**config.mk**
```make
export PLATFORM = sky130hd
export DESIGN_NAME = bus_cycle_ctrl
export DESIGN_NICKNAME = d
export VERILOG_FILES = /design/src/rtl/glue_pkg.sv /design/src/rtl/sync2.sv /design/src/rtl/bus_cycle_ctrl.sv
export SDC_FILE = /design/constraint.sdc
export NUM_CORES = 1
export LEC_CHECK = 0
export CAP_MARGIN = 25
export CORE_ASPECT_RATIO = 1.5
export CORE_MARGIN = 10
export CORE_UTILIZATION = 30
export CTS_CLUSTER_SIZE = 24
export DETAILED_ROUTE_END_ITERATION = 6
export GPL_TIMING_DRIVEN = 0
export PLACE_DENSITY = 0.45
export SLEW_MARGIN = 20
export SYNTH_ARGS = -nofsm -noshare
export SYNTH_HDL_FRONTEND = slang
export SYNTH_SLANG_ARGS = --single-unit
```
**constraint.sdc**
```tcl
create_clock -name sysclk -period 2.5 [get_ports sysclk]
set_input_delay 0.5 -clock sysclk [delete_from_list [all_inputs] [get_ports sysclk]]
set_output_delay 0.5 -clock sysclk [all_outputs]
set_load 0.005 [all_outputs]
```
**src/rtl/glue_pkg.sv**
```systemverilog
// Shared types and defaults for the 68000 bus cycle controller.
// State encoding and default wait-state timing live here.
package glue_pkg;

    typedef enum logic [2:0] {
        ST_IDLE,
        ST_WAIT,
        ST_INT,
        ST_ACK,
        ST_BERR
    } state_e;

    localparam int RAM_WAIT_DEF     = 1;
    localparam int ROM_WAIT_DEF     = 3;
    localparam int IO_WAIT_DEF      = 7;
    localparam int BERR_TIMEOUT_DEF = 255;

    localparam int WCNT_W = 8;
    localparam int TCNT_W = 16;

    function automatic logic one_hot8(input logic [7:0] v);
        return $countones(v) == 1;
    endfunction

endpackage

```
**src/rtl/sync2.sv**
```systemverilog
// Two-flop synchroniser for one asynchronous strobe.
// Resets to the negated level given by RST_VAL.
module sync2 #(
    parameter logic RST_VAL = 1'b1
) (
    input  logic sysclk,
    input  logic sysrst,
    input  logic d,
    output logic q
);

    logic meta_q;

    always_ff @(posedge sysclk or posedge sysrst) begin
        if (sysrst) begin
            meta_q <= RST_VAL;
            q      <= RST_VAL;
        end else begin
            meta_q <= d;
            q      <= meta_q;
        end
    end

endmodule

```
**src/rtl/bus_cycle_ctrl.sv**
```systemverilog
// 68000 bus cycle controller: wait states, internal targets,
// DTACK/BERR termination, all outputs registered on sysclk.
module bus_cycle_ctrl
    import glue_pkg::*;
#(
    parameter int RAM_WAIT     = RAM_WAIT_DEF,
    parameter int ROM_WAIT     = ROM_WAIT_DEF,
    parameter int IO_WAIT      = IO_WAIT_DEF,
    parameter int BERR_TIMEOUT = BERR_TIMEOUT_DEF
) (
    input  logic sysclk,
    input  logic sysrst,
    input  logic as_n,
    input  logic uds_n,
    input  logic lds_n,
    input  logic w_n,
    input  logic csram1,
    input  logic csram2,
    input  logic csrom,
    input  logic csio,
    input  logic csgfx,
    input  logic csctrl,
    input  logic cspgtbl,
    input  logic csunmap,
    input  logic io_ready,
    output logic re_n,
    output logic we_n,
    output logic dtack_n,
    output logic berr_n,
    output logic int_rd,
    output logic int_wr,
    output logic busy
);

    localparam logic [WCNT_W-1:0] RAM_W = WCNT_W'(RAM_WAIT);
    localparam logic [WCNT_W-1:0] ROM_W = WCNT_W'(ROM_WAIT);
    localparam logic [WCNT_W-1:0] IO_W  = WCNT_W'(IO_WAIT);
    localparam logic [TCNT_W-1:0] TMO   = TCNT_W'(BERR_TIMEOUT);

    logic as_sn, uds_sn, lds_sn, w_sn;
    logic as_s, ds_s, w_s;

    sync2 u_sync_as (
        .sysclk (sysclk),
        .sysrst (sysrst),
        .d      (as_n),
        .q      (as_sn)
    );

    sync2 u_sync_uds (
        .sysclk (sysclk),
        .sysrst (sysrst),
        .d      (uds_n),
        .q      (uds_sn)
    );

    sync2 u_sync_lds (
        .sysclk (sysclk),
        .sysrst (sysrst),
        .d      (lds_n),
        .q      (lds_sn)
    );

    sync2 u_sync_w (
        .sysclk (sysclk),
        .sysrst (sysrst),
        .d      (w_n),
        .q      (w_sn)
    );

    assign as_s = ~as_sn;
    assign ds_s = ~uds_sn | ~lds_sn;
    assign w_s  = w_sn;

    logic [7:0] sel;
    logic dec_berr, dec_int;
    logic [WCNT_W-1:0] wload;

    assign sel = {csunmap, cspgtbl, csctrl, csgfx,
                  csio, csrom, csram2, csram1};

    always_comb begin
        dec_berr = ~one_hot8(sel) | csunmap | (~w_s & csrom);
        dec_int  = csgfx | csctrl | cspgtbl;
        wload    = RAM_W;
        if (csrom) begin
            wload = ROM_W;
        end else if (csio) begin
            wload = IO_W;
        end
    end

    state_e            state_q;
    logic [WCNT_W-1:0] wcnt_q, wcnt_d;
    logic [TCNT_W-1:0] tcnt_q, tcnt_d;
    logic              is_io_q;
    logic              armed_q;
    logic [1:0]        vld_q;
    logic              re_n_q, we_n_q, dtack_n_q, berr_n_q;
    logic              int_rd_q, int_wr_q, busy_q;
    logic              wait_done, tmo_hit;

    assign wcnt_d    = (wcnt_q == '0) ? '0 : wcnt_q - WCNT_W'(1);
    assign tcnt_d    = tcnt_q + TCNT_W'(1);
    assign wait_done = (wcnt_q == '0) & (~is_io_q | io_ready);
    assign tmo_hit   = tcnt_d >= TMO;

    // vld_q tracks when the synchroniser holds real samples again after
    // reset, so a strobe held through reset cannot arm a new cycle.
    always_ff @(posedge sysclk or posedge sysrst) begin
        if (sysrst) begin
            state_q   <= ST_IDLE;
            wcnt_q    <= '0;
            tcnt_q    <= '0;
            is_io_q   <= 1'b0;
            armed_q   <= 1'b0;
            vld_q     <= 2'b00;
            re_n_q    <= 1'b1;
            we_n_q    <= 1'b1;
            dtack_n_q <= 1'b1;
            berr_n_q  <= 1'b1;
            int_rd_q  <= 1'b0;
            int_wr_q  <= 1'b0;
            busy_q    <= 1'b0;
        end else begin
            vld_q    <= {vld_q[0], 1'b1};
            int_rd_q <= 1'b0;
            int_wr_q <= 1'b0;
            unique case (state_q)
                ST_IDLE: begin
                    if (vld_q[1] && !as_s) begin
                        armed_q <= 1'b1;
                    end
                    if (armed_q && as_s && ds_s) begin
                        armed_q <= 1'b0;
                        busy_q  <= 1'b1;
                        if (dec_berr) begin
                            state_q  <= ST_BERR;
                            berr_n_q <= 1'b0;
                        end else if (dec_int) begin
                            state_q  <= ST_INT;
                            int_rd_q <= w_s;
                            int_wr_q <= ~w_s;
                        end else begin
                            state_q <= ST_WAIT;
                            wcnt_q  <= wload;
                            tcnt_q  <= '0;
                            is_io_q <= csio;
                            re_n_q  <= ~w_s;
                            we_n_q  <= w_s;
                        end
                    end
                end
                ST_WAIT: begin
                    wcnt_q <= wcnt_d;
                    tcnt_q <= tcnt_d;
                    if (!as_s) begin
                        state_q <= ST_IDLE;
                        re_n_q  <= 1'b1;
                        we_n_q  <= 1'b1;
                        busy_q  <= 1'b0;
                    end else if (wait_done) begin
                        state_q   <= ST_ACK;
                        dtack_n_q <= 1'b0;
                    end else if (tmo_hit) begin
                        state_q  <= ST_BERR;
                        berr_n_q <= 1'b0;
                        re_n_q   <= 1'b1;
                        we_n_q   <= 1'b1;
                    end
                end
                ST_INT: begin
                    if (!as_s) begin
                        state_q <= ST_IDLE;
                        busy_q  <= 1'b0;
                    end else begin
                        state_q   <= ST_ACK;
                        dtack_n_q <= 1'b0;
                    end
                end
                ST_ACK: begin
                    if (!as_s) begin
                        state_q   <= ST_IDLE;
                        dtack_n_q <= 1'b1;
                        re_n_q    <= 1'b1;
                        we_n_q    <= 1'b1;
                        busy_q    <= 1'b0;
                    end
                end
                ST_BERR: begin
                    if (!as_s) begin
                        state_q  <= ST_IDLE;
                        berr_n_q <= 1'b1;
                        busy_q   <= 1'b0;
                    end
                end
                default: begin
                    state_q   <= ST_IDLE;
                    re_n_q    <= 1'b1;
                    we_n_q    <= 1'b1;
                    dtack_n_q <= 1'b1;
                    berr_n_q  <= 1'b1;
                    busy_q    <= 1'b0;
                end
            endcase
        end
    end

    assign re_n    = re_n_q;
    assign we_n    = we_n_q;
    assign dtack_n = dtack_n_q;
    assign berr_n  = berr_n_q;
    assign int_rd  = int_rd_q;
    assign int_wr  = int_wr_q;
    assign busy    = busy_q;

endmodule

```
# Word-level counts from Yosys, hierarchy flattened
# Index checks and enable logic that the tools add are counted.
# word_totals
regBits,46
in_bits,15
output_inout_bits,7
elab_cells,146
# classes
n_lt_le_gt_ge,1
mux,55
bitwise,19
reduce_logical,20
addsub,9
n_eq_ne,21
# ops
op,count
two-way mux 16 bit,3
two-way mux 8 bit,5
one-hot mux 16 bit (2 select lines),1
two-way mux 1 bit,30
two-way mux 3 bit,7
"inequality test 2 bit, second input constant",9
"adder 16 x 1 -> 16 bit, second input constant",1
"greater-or-equal comparator 16 x 8 -> 1 bit, second input constant",1
one-hot mux 1 bit (4 select lines),4
one-hot mux 8 bit (2 select lines),1
AND reduction 7 bit,2
one-hot mux 3 bit (4 select lines),1
inverter 1 bit,11
adder 1 x 1 -> 2 bit,4
logical NOT 8 bit,1
"inequality test 2 x 1 -> 1 bit, second input constant",4
AND reduction 4 bit,2
OR reduction 2 bit,4
"subtractor 8 x 1 -> 8 bit, second input constant",1
adder 2 x 2 -> 3 bit,2
"== test 3 x 2 -> 1 bit, second input constant",2
"inequality test 3 x 2 -> 1 bit, second input constant",2
OR 1 bit,6
AND reduction 5 bit,1
14 further kinds,20

# Longest topological paths before layout
# Gate-level depths: netlist (run 1).
# logic_depth
word_depth,10
ltp_mapped,16
depth_no_buf,14

# Modules after synthesis
# From an unflattened synthesis (run 1), not the netlist that was laid out.
# hier_totals
cells_unflattened,310
hier_area_um2,2827.7
# modules_own_cells
module,instances,seq_area_each_um2,cells_per_inst,area_per_inst_um2
bus_cycle_ctrl,1,955.9,298,2602.5
sync2,4,52.6,3,56.3

# Least setup slack after synthesis (run 1)
# OpenSTA, ideal clock, no wires.
# synth_path
path_type,input port to flip-flop
startpoint,input csram1
endpoint,register tcnt_q[4]
required_time_ns,2.369
n_path_buf,2
t_arrival_ns,3.890
path_slack_ns,-1.521
setup_time_ns,0.131
path_stages,16
cell_sequence,inv_1 fa_1 fa_1 fa_1 inv_1 ha_1 inv_1 fa_1 nand2_1 a211oi_1 and4b_1 clkbuf_1 nor2_1 clkbuf_1 o21ai_0 o31ai_1
# synth_via
elab_chain_cells,9
# synth_lines
item,line_no,text
start: declaration,bus_cycle_ctrl.sv:17,"input logic csram1,"
adder 1 x 1 -> 2 bit (implied by the code),glue_pkg.sv:22,return $countones(v) == 1;
adder 2 x 2 -> 3 bit (implied by the code),glue_pkg.sv:22,
adder 3 x 3 -> 4 bit (implied by the code),glue_pkg.sv:22,
== test 4 x 1 -> 1 bit,glue_pkg.sv:22,
inverter 1 bit,bus_cycle_ctrl.sv:83,dec_berr = ~one_hot8(sel) | csunmap | (~w_s & csrom);
OR 1 bit (2 in a row),bus_cycle_ctrl.sv:83,
inequality test 2 bit (no line),-,
AND reduction 4 bit (no line),-,
end signal: assignment,bus_cycle_ctrl.sv:156,tcnt_q <= tcnt_d;
end: declaration,bus_cycle_ctrl.sv:95,"logic [TCNT_W-1:0] tcnt_q, tcnt_d;"
# Every way passes these cells.
# A chain may end at the register's enable or synchronous reset.

# Worst setup path after layout (run 1)
# layout_path
startpoint,input csram1
endpoint,"register re_n_q, in the netlist re_n"
# layout_via
elab_chain_cells,9
# layout_lines
item,line_no,text
adder 1 x 1 -> 2 bit (implied by the code),glue_pkg.sv:22,
adder 2 x 2 -> 3 bit (implied by the code),glue_pkg.sv:22,
adder 3 x 3 -> 4 bit (implied by the code),glue_pkg.sv:22,
== test 4 x 1 -> 1 bit,glue_pkg.sv:22,
inverter 1 bit,bus_cycle_ctrl.sv:83,
OR 1 bit (2 in a row),bus_cycle_ctrl.sv:83,
inequality test 2 bit (no line),-,
AND reduction 7 bit (no line),-,
end signal: assignment,bus_cycle_ctrl.sv:149,re_n_q <= ~w_s;
end: declaration,bus_cycle_ctrl.sv:99,"logic re_n_q, we_n_q, dtack_n_q, berr_n_q;"
# Every way passes these cells.

==> impl.org, run 1 <==
** Place
- Input and output buffers added on the ports amount to 21.
- Total placed instance area :: 3160 sq um
- The HPWL after detailed placement is 5090 microns.
- At the end of routability-driven placement, the weighted congestion stood at around 0.8.
- Number of placed cells counting well taps :: 436
- Worst setup slack after placement :: -2300 ps

** Worst hold path
- The min-delay analysis places its worst path in the category reg -> reg.
- The startpoint identified for the worst hold timing path is vld_q[0].

** Timing
- Actual slew at the worst max-slew pin :: 569 ps
- Unrepaired setup endpoints after global routing :: true
- Of the available clock period, the critical path in the final layout requires 154%.
- Layout Skew :: 6.32 ps
- Headroom to the max-slew limit came out at between 60% and 70%.
- Setup violations remaining at the end of the flow were counted as 33.
- Min cycle time layout :: about 3800 ps
- Number of hold-slack violations in the final timing report :: 0
- Slack of the critical path :: -1350 ps
- Max frequency :: 260 MHz
- The total count of max-transition violations in the final report is 0.

** Drt
- Antenna viol nets, final :: 0
- Detailed Routing Iterations Pass 1 :: 4
- Detailed routing inserted a total of around 2300 vias.
- Dividing the detail-routed via count by the number of cells gives 5.05.
- In the routed design, unresolved DRC markers number 0.
- For this block, the routed nets add up to 6830 microns of wire.
- For this block, the initial DRC count from the detailed router was 67.
- Routed length per instance :: 15.2 microns

** Yosys
- In this run the mean area of a mapped cell was roughly 9 sq um.
- Mapped Nets :: 330
- Of all flip-flops after synthesis, the portion carrying an async set or reset was 100%.
- Synthesized cell area :: 2730 sq um
- Share of the yosys chip area belonging to registers :: 42.8%
- Yosys reg bits :: 46
- Among all flip-flop cells after synthesis, the most frequent one is dfrtp_1.
- Number of warning messages in the yosys log :: 0
- Synthesis produced approximately 300 cells.
- The synthesized design contains 0 enable-type register cells.
- After synthesis, the netlist uses 54 different library cells.

** Power and ir drop
- In this run the static leakage power is 1.49 nW.
- Ratio of total power to cell area :: 1050 nW/um^2
- Final Power :: 3.73 mW
- VDD sags by at most 0.498 mV.

** Setup path
- Worst setup path start :: csram1
- The worst setup path is launched from a primary input.
- Category of the worst setup path capture point :: flip-flop
- Worst path most repeated cell :: fa_1
- Peak fanout along the critical path :: 3
- CP Cell Sequence :: buf_8 > inv_8 > fa_1 > fa_1 > fa_1 > inv_1 > ha_2 > inv_2 > fa_1 > nand2_2 > a211oi_4 > a31oi_1 > a211o_1 > a31oi_4 > mux2_4
- At the worst endpoint, the arrival time is 4070 ps.
- STA puts the critical path data required time at 2720 ps.
- The slowest stage of the critical path belongs to the cell fa_1.
- The worst register-to-register path begins at tcnt_q[0].
- The worst setup path is of the in -> reg kind.
- Max stage delay on crit path :: 560 ps

** Clock network
- The tree built by TritonCTS fans out to 46 sinks.
- Counting the buffers created by CTS gives 5.
- Clock buffer depth :: 2
- Clock insertion delay at the later pin of the skew report :: about 290 ps
- Clock-pin slew was measured on the worst setup and hold paths at 70 ps.
- For this design, the CTS-stage hold fixing added 0 buffers.
- The clock tree synthesis step divided the H-tree into 2 levels.
- TritonCTS clock tree :: built
- Root buffer selected by CTS :: clkbuf_16

** Floorplan
- The die is 137 microns tall.
- Measured along the x axis, the die boundary spans between 90 and 100 microns.
- Core area :: 8830 sq um
- 22 I/O pins were placed.
- Core Rows :: between 40 and 50
- Once the floorplan was initialized, standard cells occupied 30.9% of the core.
- The die covers 13400 sq um.

** Layout
- Cells with a size suffix above 1 make up a little over a quarter of the layout.
- Cells fill 40.1% of the core in the end.
- Count of placed standard cells in the final layout, fillers left out :: 451
- In the final design database the tool counted 366 nets.
- The finished cells cover 3540 sq um.
- Area delta synth->final :: 29.8%
- The repair_antennas step left the layout with diodes totalling 0.

** Global route
- After global routing the overflow that remains totals 0.
- Entering global routing, the biggest net connects 26 pins.
- Initial antenna violation count :: 0
- The via count of the first global-routing pass came to 2382.
- Global routing used 10.7% of the available tracks.
- First-pass GRT wire length :: between 10000 and 15000 microns

** Job
- Max capacitance violation total :: 0

** Status
- The checks that failed: setup timing.
- Run status :: finished with violations
cell type report:
class	instances	area, sq um
fill	928	5290
multi-input combinational	219	1570
sequential	46	1170
timing repair buffer	29	309
tap	110	138
clock buffer	5	125
buffer	18	123
inverter	21	86.3
clock inverter	3	23.8
worst max-delay path, delay by kind of cell:
family | cells | cell delay [ps]
multiplexers | 1 | 320
AND/OR/NAND/NOR | 1 | 80
buffers and inverters | 4 | 210
adder cells (fa/ha/maj) | 5 | 2110
AO/OA/AOI/OAI | 4 | 860
power by group:
group	total [mW]	internal [mW]	switching [mW]	leakage [nW]
Clock	0.692	0.377	0.315	0.0747
Sequential	1.07	0.916	0.155	0.497
Combinational	1.96	0.803	1.16	0.922
Total	3.73	2.10	1.63	1.49
kinds of logic after synthesis:
logic type / synth area share (%)
simple gates: 22.5
other cells: 0.138
compound gates: 17.0
xor+xnor: 3.53
mux: 1.61
buf+inv: 6.29
fa+ha+maj: 6.15
flops: 42.8
layer usage:
metal | track usage (%) | wire (microns) | vias up
li1 | - | - | 1129
met1 | 11.2 | 2660 | 1114
met2 | 20.1 | 3810 | 24
met3 | 2.98 | 244 | 9
met4 | 3.65 | 120 | 0
met5 | 0 | 0 | -
repair_timing:
item | 4_1_cts | 5_1_grt
endpoints found under the setup margin | 33 | 33
hold endpoints to repair | 0 | 0
resized for setup | 44 | 16
pin swaps | 15 | 10
buffers inserted | 4 | 2
gates cloned | 1 | 0
final timing paths:
kind | endpoint | slack [ps] | cells after the start
setup / recovery | re_n | -1350 | 15
hold / removal | vld_q[1] | 350 | 0
setup reg to reg | re_n | 50 | 8
hold reg to reg | vld_q[1] | 350 | 0
max in group asynchronous | berr_n | 1370 | 3
min in group asynchronous | wcnt_q[1] | 550 | 2
Yosys cell counts, drive strengths merged (6+ instances only):
master / count / area (sq um)
ha: 7 / 87.6
clkbuf: 10 / 37.5
dfstp: 12 / 315
o21ai: 31 / 155
nand3: 13 / 77.6
dfrtp: 34 / 851
nand4: 6 / 43.8
a21oi: 12 / 63.8
inv: 21 / 78.8
nor3: 8 / 40.0
a31oi: 6 / 37.5
xor2: 8 / 70.1
nand2b: 8 / 50.1
nor2: 36 / 138
buf: 8 / 55.1
nand2: 28 / 105
placed cells by master (no fill, tap or decap), types with 4 or more instances in the layout:
cell type and n:
inv_1 16, nor3_1 8, clkbuf_1 8, o21ai_2 14, clkbuf_16 5, nand3_1 12, clkdlybuf4s50_1 18, inv_2 4
a31oi_1 5, nand4_1 5, buf_2 5, ha_1 6, o21ai_0 4, nand2b_1 8, dfstp_2 12, a21oi_1 9
nor2_1 33, o211ai_1 4, o21ai_1 12, xor2_1 8, nand2_1 24, fa_1 4, buf_8 5, buf_6 7
dfrtp_1 34
through the flow:
| stage | hold slack (ps) | setup TNS [ps] |
|---|---|---|
| finish | 351 | -38410 |
| CTS | 352 | -45690 |
| global route | 360 | -42470 |
| detailed placement | 335 | -67480 |
| floorplan | 331 | -38120 |
| global placement | 333 | -74510 |
sequential cells by signal, summed over array words and instances, names as in the netlist, 2 cells and up:
signal	count
wcnt_q	8
state_q	3
vld_q	2
tcnt_q	16
(Power assumes the default switching activity.)
==> run 2, diff against run 1 <==
CAP_MARGIN = default   (was 25)
clock period = 4.4 ns   (was 2.5 ns; I/O delays follow)
==> impl.org, run 2 (synthesized netlist as in run 1, its figures left out) <==
** Timing
- Setup TNS after final layout :: 0 ps (+38410 ps)
- The worst clock skew is 6.21 ps (-0.109 ps).
- Actual slew at the worst max-slew pin :: 533 ps (-36.1 ps)
- Final-report setup violation count :: 0 (-100%)
- Headroom to the max-slew limit :: 64.4% (+2.4 points)
- The worst path needs 4260 ps of the cycle, external delays included.
- Setup repair after global routing left no endpoint under its margin.
- Static timing analysis puts the maximum clock frequency at 235 MHz.
- Number of hold-slack violations in the final timing report :: 0 (unchanged)
- The final critical path takes up 96.8% of the cycle.
- The total count of max-transition violations in the final report was 0 (unchanged).

** Drt
- The number of search-and-repair iterations in the first detailed-routing pass came to 4 (unchanged).
- The remaining antenna violation count was 0 (unchanged).
- The final routed wire length divided by cell count came to 15.1 microns (about the same).
- Routed via count :: 2267 (-0.40%)
- Iteration-0 DRC count of the detailed router :: 78 (+16%)
- The aggregate routed wire length was 6750 microns (-1.2%).
- The number of design rule violations left after detail routing is 0 (unchanged).
- Mean number of vias per cell :: 5.08 (+0.72%)

** Layout
- The total inserted antenna cells came to 0 (unchanged).
- The number of filler instances in the final layout is 943 (+1.6%).
- In the layout the commonest cells are 34 x nor2_1, 34 x dfrtp_1, 27 x nand2_1, 26 x o21ai_0, 18 x clkdlybuf4s50_1.
- Area delta synth->final :: 21.9%
- More flip-flops sit in one register than any other, and that register is tcnt_q.
- The flip-flop count of the largest register after layout came to 16 (unchanged).
- Fraction of layout cells with a size suffix above 1 :: 18.5% (-8.8 points)
- Top Registers :: tcnt_q x16, wcnt_q x8, state_q x3
- The final net count was 361 (-1.4%).

** Status
- Run status :: completed

** Power and ir drop
- Power Internal :: 1.17 mW (-44%)
- IR drop worst, VDD :: 0.280 mV (-44%)
- Leakage :: 1.42 nW (-5.2%)
- Proportion of power drawn by flip-flops and latches :: 29.1% (+0.4 points)
- The power density over cell area was 626 nW/um^2 (-41%).
- Power dissipated by switching net loads :: 0.913 mW (-44%)
- Final Power :: 2.08 mW (-44%)
- The part of the power in the clock network was 19.2% (+0.6 points).
- Share of total power consumed by net switching :: 43.9% (+0.16 points)
- Part of the power in combinational logic :: 51.7% (-1.0 points)

** Setup path
- In this design, the critical path's most frequently occurring cell is fa_1.
- In this design, the largest share of critical-path delay is due to adder cells.
- CP Cell Sequence :: clkbuf_2 > inv_2 > fa_1 > fa_1 > fa_1 > inv_2 > ha_4 > inv_2 > fa_1 > nand2_2 > a211oi_4 > a31oi_1 > a211o_1 > a31oi_4 > mux2_4
- STA classifies the critical path startpoint as a primary input.
- The delay of the slowest cell on the worst path was 550 ps (about the same).
- The buffers plus inverters on the worst setup path came to 4 (unchanged).
- Peak fanout along the critical path :: 4 (+1)
- The endpoint required time on the critical path came to 4620 ps (+1900 ps).
- STA classifies the critical path endpoint as a flip-flop.
- Critical Path Slowest Stage Cell :: fa_1
- The arrival time of the worst setup path was 4480 ps (+410 ps).
- The worst setup path is of the in -> reg kind.

** Global route
- The total routing usage reported by global routing came to 10.6% (-0.096 points).
- First-pass GRT wire length :: 11800 microns (-0.88%)
- Global route total overflow :: 0 (unchanged)
- The via count of the first global-routing pass is 2421 (+1.6%).
- The initial antenna violation count came to 0 (unchanged).
- Pin count of the biggest net entering global routing :: 25 (-3.8%)

** Floorplan
- The number of top-level pins is 22 (unchanged).
- The die width was 97.8 microns (unchanged).
- Effective utilization at floorplan :: 30.9% (unchanged)
- Core Rows :: 42 (unchanged)
- Die area :: 13400 sq um (unchanged)
- The vertical die dimension is 137 microns (unchanged).
- Core area :: 8830 sq um (unchanged)

** Clock network
- The number of hold buffers added after CTS came to 0 (unchanged).
- The insertion delay of the later-clocked pin in the worst-skew pair is 290 ps (about the same).
- CTS H-tree depth :: 2 (unchanged)
- Total CTS buffers :: 5 (unchanged)
- The number of sinks handled by clock tree synthesis was 46 (unchanged).
- The clock input transition at the sequential cells of the worst setup and hold paths came to 70 ps (about the same).
- The maximum clock path buffer count came to 2 (unchanged).
- The tree is rooted in a clkbuf_16.
- TritonCTS built the clock tree.

** Place
- The weighted congestion reported at the end of routability-driven placement is 0.800 (about the same).
- The count of input and output buffers was 21 (unchanged).
- The detailed placement HPWL came to 5120 microns (+0.56%).

** Worst hold path
- The min-delay analysis places its worst path in the category reg -> reg.

** Job
- Max capacitance violation total :: 0 (unchanged)
## run 2: cell type report
type	count	area (sq um)	share of cell area, %
Inverter	21	78.8	2.37
Sequential cell	46	1170	35.1
Tap cell	110	138	4.14
Timing Repair Buffer	25	240	7.23
Clock inverter	3	26.3	0.790
Buffer	17	103	3.09
Clock buffer	5	125	3.76
Multi-Input combinational cell	219	1450	43.5
## run 2: worst paths after layout
path                           start           end  slack (ps)  cells after the start
setup / recovery              csram1          we_n         140                     15
hold / removal              vld_q[0]      vld_q[1]         360                      0
setup reg to reg           tcnt_q[0]          we_n        1900                      8
hold reg to reg             vld_q[0]      vld_q[1]         360                      0
max in group asynchronous     sysrst  u_sync_lds.q        2860                      3
min in group asynchronous     sysrst     tcnt_q[8]         950                      2
## run 2: routing by layer
metal / GRT usage [%] / vias to the layer above / wire length (microns) / part of all wire (%)
met2: 20.1 / 29 / 3700 / 55
met1: 10.5 / 1110 / 2670 / 40
met5: 0 / - / 0 / 0
li1: - / 1118 / - / -
met4: 4.70 / 0 / 149 / 2.2
met3: 2.93 / 10 / 239 / 3.5
## run 2: through the flow
step / hold WS (ps) / std cells / util (%) / setup slack, ps / cell area, sq um
floorplan: 331 / 304 / - / 81.1 / 2730
global placement: 333 / 435 / 34.9 / -1070 / 3080
detailed placement: 343 / 436 / 35.1 / -1130 / 3100
CTS: 359 / 445 / 37.5 / 9.36 / 3310
global route: 366 / 446 / 37.7 / 3.53 / 3320
finish: 355 / 446 / 37.7 / 142 / 3320
## run 2: power by group through the flow
| stage | Clock [mW] | Sequential (mW) | Combinational, mW |
|---|---|---|---|
| after floorplan | 0 | 0.591 | 0.797 |
| after global placement | 0 | 0.609 | 1.02 |
| after detailed placement | 0 | 0.612 | 1.04 |
| after CTS | 0.416 | 0.605 | 1.08 |
| after global routing | 0.430 | 0.619 | 1.21 |
| final | 0.400 | 0.605 | 1.08 |
## run 2: what timing repair did
| action | 4_1_cts | 5_1_grt |
|---|---|---|
| buffers inserted | 2 | 1 |
| pin swaps | 9 | 9 |
| endpoints found under the setup margin | 31 | 21 |
| resized for setup | 24 | 12 |
